$ cat src/rtl/alu_pkg.sv
// -----------------------------------------------------------------------------
// alu_pkg
//  Shared definitions for the ALU and the divide sequencer that borrows it:
//  ALU opcode constants, the RV32M divide-operation encoding and the
//  sequencer state encoding.
// -----------------------------------------------------------------------------
package alu_pkg;

   // ALU opcodes used by the sequencer
   localparam logic [3:0] OP_ADD  = 4'b0000;  // driven while the ALU is not owned
   localparam logic [3:0] OP_SUB  = 4'b0001;
   localparam logic [3:0] OP_SLTU = 4'b0011;

   // RV32M divide flavours, as presented on i_div_op
   typedef enum logic [1:0] {
      DIVOP_DIV  = 2'b00,
      DIVOP_DIVU = 2'b01,
      DIVOP_REM  = 2'b10,
      DIVOP_REMU = 2'b11
   } div_op_e;

   typedef enum logic [2:0] {
      S_IDLE  = 3'd0,
      S_ABS_A = 3'd1,
      S_ABS_B = 3'd2,
      S_CMP   = 3'd3,
      S_SUB   = 3'd4,
      S_FIX   = 3'd5,
      S_DONE  = 3'd6
   } divseq_state_e;

   // DIV and REM are the signed flavours (bit 0 clear)
   function automatic logic is_signed_op(input div_op_e op);
      return ~op[0];
   endfunction

   // REM and REMU return the remainder (bit 1 set)
   function automatic logic is_rem_op(input div_op_e op);
      return op[1];
   endfunction

endpackage

$ cat src/rtl/alu_div_sequencer.sv
// -----------------------------------------------------------------------------
// alu_div_sequencer
//  Multi-cycle RV32M DIV/DIVU/REM/REMU sequencer. It takes over the shared
//  execute-stage ALU (o_alu_own=1) and runs a restoring divide on magnitudes:
//    IDLE -> ABS_A -> ABS_B -> {CMP,SUB} x32 -> FIX -> DONE -> IDLE
//  Result appears 67 cycles after the accept edge and is held until consumed.
//
// Ports
//  i_clk, i_rst_n        clock (rising edge), asynchronous active-low reset
//  i_start / o_ready     request handshake, accepted when both are high
//  i_div_op              00 DIV, 01 DIVU, 10 REM, 11 REMU
//  i_dividend, i_divisor operands, sampled on accept
//  i_kill                synchronous abort, beats i_start in the same cycle
//  o_alu_own             sequencer drives the ALU this cycle
//  o_alu_operand_a/_b    ALU operand drives
//  o_alu_op              ALU opcode drive
//  i_alu_data            combinational ALU result
//  o_valid / i_res_ready result handshake, o_result held while o_valid
//  o_result              quotient or remainder
//
// Configuration
//  DIVSEQ_FAST_ZERO_EN   when defined, a zero divisor skips the iteration:
//                        ABS_A -> FIX -> DONE without owning the ALU, so
//                        o_valid rises 2 cycles after accept. Results match
//                        the full path.
// -----------------------------------------------------------------------------
module alu_div_sequencer
   import alu_pkg::*;
(
   input  logic        i_clk,
   input  logic        i_rst_n,
   input  logic        i_start,
   output logic        o_ready,
   input  logic [1:0]  i_div_op,
   input  logic [31:0] i_dividend,
   input  logic [31:0] i_divisor,
   input  logic        i_kill,
   output logic        o_alu_own,
   output logic [31:0] o_alu_operand_a,
   output logic [31:0] o_alu_operand_b,
   output logic [3:0]  o_alu_op,
   input  logic [31:0] i_alu_data,
   output logic        o_valid,
   input  logic        i_res_ready,
   output logic [31:0] o_result
);

   divseq_state_e state_q, state_d;

   logic [31:0] q_q;          // dividend magnitude, shifted out as quotient bits shift in
   logic [31:0] r_q;          // partial remainder
   logic [31:0] d_q;          // divisor magnitude
   logic [4:0]  cnt_q;        // iteration counter, one count per SUB cycle
   logic        take_q;       // CMP decision consumed by the following SUB
   logic        neg_a_q;      // signed op with negative dividend (also remainder sign)
   logic        neg_b_q;      // signed op with negative divisor
   logic        neg_quot_q;   // quotient must be negated
   logic        is_rem_q;
   logic [31:0] result_q;

`ifdef DIVSEQ_FAST_ZERO_EN
   logic        zero_q;       // divisor was zero at accept: bypass the ALU entirely
`endif

   logic        accept;
   logic        sgn_in;
   logic [31:0] rs;           // shifted remainder {R[30:0], Q[31]}
   logic        carry;        // bit shifted out of R; Rs >= 2^32 forces a take
   logic [31:0] fix_sel;
   logic        fix_neg;
   logic [31:0] fix_result;

   assign accept  = i_start && (state_q == S_IDLE) && !i_kill;
   assign sgn_in  = is_signed_op(div_op_e'(i_div_op));
   assign rs      = {r_q[30:0], q_q[31]};
   assign carry   = r_q[31];
   assign fix_sel = is_rem_q ? r_q : q_q;
   assign fix_neg = is_rem_q ? neg_a_q : neg_quot_q;

   always_comb begin
      fix_result = fix_neg ? i_alu_data : fix_sel;
`ifdef DIVSEQ_FAST_ZERO_EN
      // Divide by zero: quotient all ones, remainder is the untouched dividend
      if (zero_q) fix_result = is_rem_q ? q_q : 32'hFFFF_FFFF;
`endif
   end

   // ---------------------------------------------------------------------------
   // State register
   // ---------------------------------------------------------------------------
   // NOTE: sequential blocks use non-blocking (<=) so every flop samples the
   // pre-edge value of every other flop, independent of statement order.
   always_ff @(posedge i_clk or negedge i_rst_n) begin
      if (!i_rst_n) state_q <= S_IDLE;
      else          state_q <= state_d;
   end

   // ---------------------------------------------------------------------------
   // Next-state logic
   // ---------------------------------------------------------------------------
   // NOTE: the default assignment at the top of each always_comb keeps every
   // path assigned, so no latch is inferred.
   always_comb begin
      state_d = state_q;
      unique case (state_q)
         S_IDLE:  if (accept) state_d = S_ABS_A;
         S_ABS_A: begin
            state_d = S_ABS_B;
`ifdef DIVSEQ_FAST_ZERO_EN
            if (zero_q) state_d = S_FIX;
`endif
         end
         S_ABS_B: state_d = S_CMP;
         S_CMP:   state_d = S_SUB;
         S_SUB:   state_d = (cnt_q == 5'd31) ? S_FIX : S_CMP;
         S_FIX:   state_d = S_DONE;
         S_DONE:  if (i_res_ready) state_d = S_IDLE;
         default: state_d = S_IDLE;
      endcase
      if (i_kill) state_d = S_IDLE;
   end

   // ---------------------------------------------------------------------------
   // Output logic: ALU drives and handshakes
   // ---------------------------------------------------------------------------
   always_comb begin
      o_alu_own       = 1'b0;
      o_alu_operand_a = '0;
      o_alu_operand_b = '0;
      o_alu_op        = OP_ADD;
      unique case (state_q)
         S_ABS_A: begin
            o_alu_own       = 1'b1;
            o_alu_operand_b = q_q;     // 0 - dividend
            o_alu_op        = OP_SUB;
         end
         S_ABS_B: begin
            o_alu_own       = 1'b1;
            o_alu_operand_b = d_q;     // 0 - divisor
            o_alu_op        = OP_SUB;
         end
         S_CMP: begin
            o_alu_own       = 1'b1;
            o_alu_operand_a = rs;
            o_alu_operand_b = d_q;
            o_alu_op        = OP_SLTU;
         end
         S_SUB: begin
            o_alu_own       = 1'b1;
            o_alu_operand_a = rs;
            o_alu_operand_b = d_q;
            o_alu_op        = OP_SUB;
         end
         S_FIX: begin
            o_alu_own       = 1'b1;
            o_alu_operand_b = fix_sel; // 0 - selected result
            o_alu_op        = OP_SUB;
         end
         default: ;
      endcase
`ifdef DIVSEQ_FAST_ZERO_EN
      if (zero_q && (state_q == S_ABS_A || state_q == S_FIX)) begin
         o_alu_own       = 1'b0;
         o_alu_operand_a = '0;
         o_alu_operand_b = '0;
         o_alu_op        = OP_ADD;
      end
`endif
   end

   assign o_ready  = (state_q == S_IDLE);
   assign o_valid  = (state_q == S_DONE);
   assign o_result = result_q;

   // ---------------------------------------------------------------------------
   // Datapath: operands are captured only on accept, so a start while busy
   // cannot disturb them. After a kill the registers may hold stale values;
   // the next accept reloads everything that matters.
   // ---------------------------------------------------------------------------
   always_ff @(posedge i_clk or negedge i_rst_n) begin
      if (!i_rst_n) begin
         q_q        <= '0;
         r_q        <= '0;
         d_q        <= '0;
         cnt_q      <= '0;
         take_q     <= 1'b0;
         neg_a_q    <= 1'b0;
         neg_b_q    <= 1'b0;
         neg_quot_q <= 1'b0;
         is_rem_q   <= 1'b0;
         result_q   <= '0;
`ifdef DIVSEQ_FAST_ZERO_EN
         zero_q     <= 1'b0;
`endif
      end else begin
         unique case (state_q)
            S_IDLE: begin
               if (accept) begin
                  q_q        <= i_dividend;
                  r_q        <= '0;
                  d_q        <= i_divisor;
                  cnt_q      <= '0;
                  neg_a_q    <= sgn_in & i_dividend[31];
                  neg_b_q    <= sgn_in & i_divisor[31];
                  // Divide by zero keeps the all-ones quotient un-negated
                  neg_quot_q <= sgn_in & (i_dividend[31] ^ i_divisor[31])
                                & (i_divisor != 32'd0);
                  is_rem_q   <= is_rem_op(div_op_e'(i_div_op));
`ifdef DIVSEQ_FAST_ZERO_EN
                  zero_q     <= (i_divisor == 32'd0);
`endif
               end
            end
            S_ABS_A: begin
`ifdef DIVSEQ_FAST_ZERO_EN
               if (neg_a_q && !zero_q) q_q <= i_alu_data;
`else
               if (neg_a_q) q_q <= i_alu_data;
`endif
            end
            S_ABS_B: if (neg_b_q) d_q <= i_alu_data;
            S_CMP:   take_q <= carry | ~i_alu_data[0];
            S_SUB: begin
               q_q   <= {q_q[30:0], take_q};
               r_q   <= take_q ? i_alu_data : rs;
               cnt_q <= cnt_q + 5'd1;
            end
            S_FIX:   result_q <= fix_result;
            default: ;
         endcase
      end
   end

endmodule

$ cat config.mk
export PLATFORM = sky130hd
export DESIGN_NAME = alu_div_sequencer
export DESIGN_NICKNAME = d
export VERILOG_FILES = /design/src/rtl/alu_pkg.sv /design/src/rtl/alu_div_sequencer.sv
export SDC_FILE = /design/constraint.sdc
export NUM_CORES = 1
export LEC_CHECK = 0
export ABC_AREA = 1
export ABC_CLOCK_PERIOD_IN_PS = 3240
export CAP_MARGIN = 20
export CORE_MARGIN = 2
export CORE_UTILIZATION = 41
export CTS_CLUSTER_SIZE = 30
export DETAILED_ROUTE_END_ITERATION = 8
export GPL_TIMING_DRIVEN = 0
export PLACE_DENSITY = 0.68
export SKIP_CTS_REPAIR_TIMING = 1
export SYNTH_ARGS = -nofsm -noshare
export SYNTH_HDL_FRONTEND = slang
export SYNTH_SLANG_ARGS = --single-unit
$ cat constraint.sdc
create_clock -name i_clk -period 3.24 [get_ports i_clk]
set_input_delay 0.81 -clock i_clk [delete_from_list [all_inputs] [get_ports i_clk]]
set_output_delay 0.81 -clock i_clk [all_outputs]
set_load 0.01 [all_outputs]
==> impl_metrics.tcl <==
set metrics [dict create \
    cp_data_required_time_ps 2430 \
    reg2reg_to "o_result[22]" \
    start_kind "flip-flop" \
    clock_sinks 141 \
    dr.pass1.iters 7 \
    synth-xor-area-share_pct 0.104 \
    post-synth-top-area-cell "dfrtp_1" \
    end_kind "output port" \
    path_clk_slew_ps 60 \
    status "finished clean" \
    start_util_pct 41.7 \
    dieHeight_um 147 \
    num_vias 9631 \
    cp_max_fo 10 \
    synth.avg_cell_area_um2 6.79 \
    syn2layout_area_growth_pct 40.3 \
    drc_errors 0 \
    ys_seq_elements 141 \
    die_area_um2 21700 \
    worst_hold_slack_ps 452 \
    clock.fmax_mhz 312 \
    place_area_um2 10800 \
    period_needed_ps 3210 \
    synth_top_family_by_area "simple AND/OR/NAND/NOR gates" \
    rrSetupSlack_ps 1250 \
    ys_types 27 \
    synth_top_area_share_pct 42.0 \
    grt_max_degree 83 \
    fin_nets 1576 \
    syn_area_um2 8410 \
    timing.max_cap.violations 0 \
    viasPerCell 5.49 \
    reg2reg_depth 5 \
    hp-class "primary input to async pin" \
    worstPathArrival_ps 2400 \
    wl_um 34200 \
    drt_iter0_drc 909 \
    antenna_found_initial 0 \
    cts_tree "yes" \
    yosysMostFrequentCell "nand2_1" \
    regToRegStartpoint "is_rem_q" \
    synth_common_cells "nand2_1, o21ai_0, dfrtp_1" \
    synth_mux_area_share_pct 0 \
    hpwl_um 24100 \
    die_w_um 147 \
    worstSetupPathType "flip-flop to output port" \
    final_area_um2 11800 \
    async_flop_share_pct 100 \
    synth_area_leaders "dfrtp_1, nand2_1, o21ai_0, inv_1, nor2_1" \
    maxSlewHeadroom_pct 47.0 \
    place_congestion 0.934 \
    synth_fa_ha_area_share_pct 0.298 \
    final-max-slew-violation-count 0 \
    final.setup.tns_ps 0 \
    root_buffer "clkbuf_16" \
    overflow 0 \
    layout-drive-gt1-share_pct 8.76 \
    ios 206 \
    power_density_nw_per_um2 693 \
    clkLatencyLatePin_ps 430 \
    placementRows 52 \
    synth_edf_count 0 \
    grt_usage_pct 31.0 \
    core_area_um2 20200 \
    ys.flop_type "dfrtp_1" \
    finalCritPeriodShare_pct 99.0 \
    ir_drop_mv 0.423 \
    hold_viol 0 \
    grt_pass1_vias 8975 \
    numCtsBuffers 17 \
    post-route-util_pct 58.5 \
    grt_pass1_wl_um 51300 \
    drtAntennaViolNets 0 \
    synthSimpleGateAreaFrac_pct 26.9 \
    yosys_warnings 0 \
    numPortBuffers 203 \
    finClkSkew_ps 10.3 \
    route.detailed.wl_per_inst_um 19.5 \
    worst_pin_slew_ps 794 \
    leakage_nw 6.31 \
    netlist_instances 1238 \
    cts_htree_levels 4 \
    setup_viol 0 \
    antenna_cells 0 \
    rsz0062_at_grt "yes" \
    synth-seq-area-share_pct 42.0 \
    synth_compound_area_share_pct 20.8 \
    cts_buffer_depth 2 \
]
## state kept, by name (all words and copies together) (netlist names), 3 cells and up
name	cells
cnt_q	5
q_q	32
d_q	32
o_result	32
state_q	3
r_q	32
## worst max-delay path, stage by stage, from the launching register on
cell and delay [ps]:
dfrtp_2 440, inv_1 110, nand2_2 90, nor2_4 270
buf_4 280, o21ai_0 130, nand2_1 110, clkdlybuf4s50_1 540
## layer usage
metal	part of all wire (%)	routed length [um]	up-vias	global-route usage, %
li1	-	-	4425	-
met3	11	3700	90	5.56
met1	40	13600	4492	41.7
met4	4.0	1380	0	13.7
met2	46	15600	624	49.4
met5	0	0	-	0
## worst max-delay path by stage
stage | cells after the start | end | startpoint
after CTS | 7 | o_alu_operand_b[8] | state_q[2]
after detailed placement | 7 | o_alu_operand_b[8] | state_q[2]
after global routing | 7 | o_alu_operand_b[11] | state_q[2]
after floorplan | 7 | o_alu_operand_a[10] | state_q[1]
after global placement | 1 | q_q[27] | i_rst_n
final | 7 | o_alu_operand_b[2] | state_q[2]
## cells by family (layout without fill, tap and decap cells)
logic type | after synthesis | after routing
and+or+nand+nor | 590 | 590
DFF | 141 | 141
buffers and inverters | 194 | 439
AOI/OAI and AO/OA | 309 | 309
adders and majority gates | 2 | 2
other | 1 | 2
xor gates and xnor gates | 1 | 1
## stage by stage
step / setup slack [ps] / cells / total power [W]
floorplan: 1170 / 1239 / 0.00434
global placement: -4650 / 1712 / 0.00579
detailed placement: -75.1 / 1713 / 0.00586
CTS: -523 / 1745 / 0.00804
global route: -38.9 / 1754 / 0.00858
finish: 32.5 / 1754 / 0.00817
## cell usage in the layout, fill, tap and decap left out, types with 2 or more instances in the layout
master,instances
a21oi_1,10
a22oi_1,31
buf_1,3
buf_2,28
buf_4,21
buf_6,9
buf_8,8
bufinv_16,5
clkbuf_1,18
clkbuf_16,17
clkbuf_2,5
clkbuf_8,2
clkdlybuf4s50_1,165
clkinv_2,5
conb_1,2
dfrtp_1,138
dfrtp_2,3
dlymetal6s2s_1,37
ha_1,2
inv_1,108
inv_2,5
nand2_1,474
nand2_2,4
nand3_1,9
nor2_1,88
nor2_2,8
nor2_4,4
o21a_1,32
o21ai_0,168
o21ai_1,35
o22ai_1,31
## cell type report
type	count	area (um^2)
tap	270	338
clock inverter	12	191
sequential	141	3530
fill	1916	8370
multi-input combinational	904	4090
timing repair buffer	213	2220
clock buffer	20	457
inverter	113	424
buffer	81	541
## power breakdown
group	total, W	switching, W	leakage, nW	internal (W)
clock	0.00219	0.000785	0.320	0.00140
combinational	0.00316	0.00189	4.27	0.00127
sequential	0.00282	0.000481	1.72	0.00234
total	0.00817	0.00316	6.31	0.00501
Note: power is estimated with default switching activity, not from simulation.
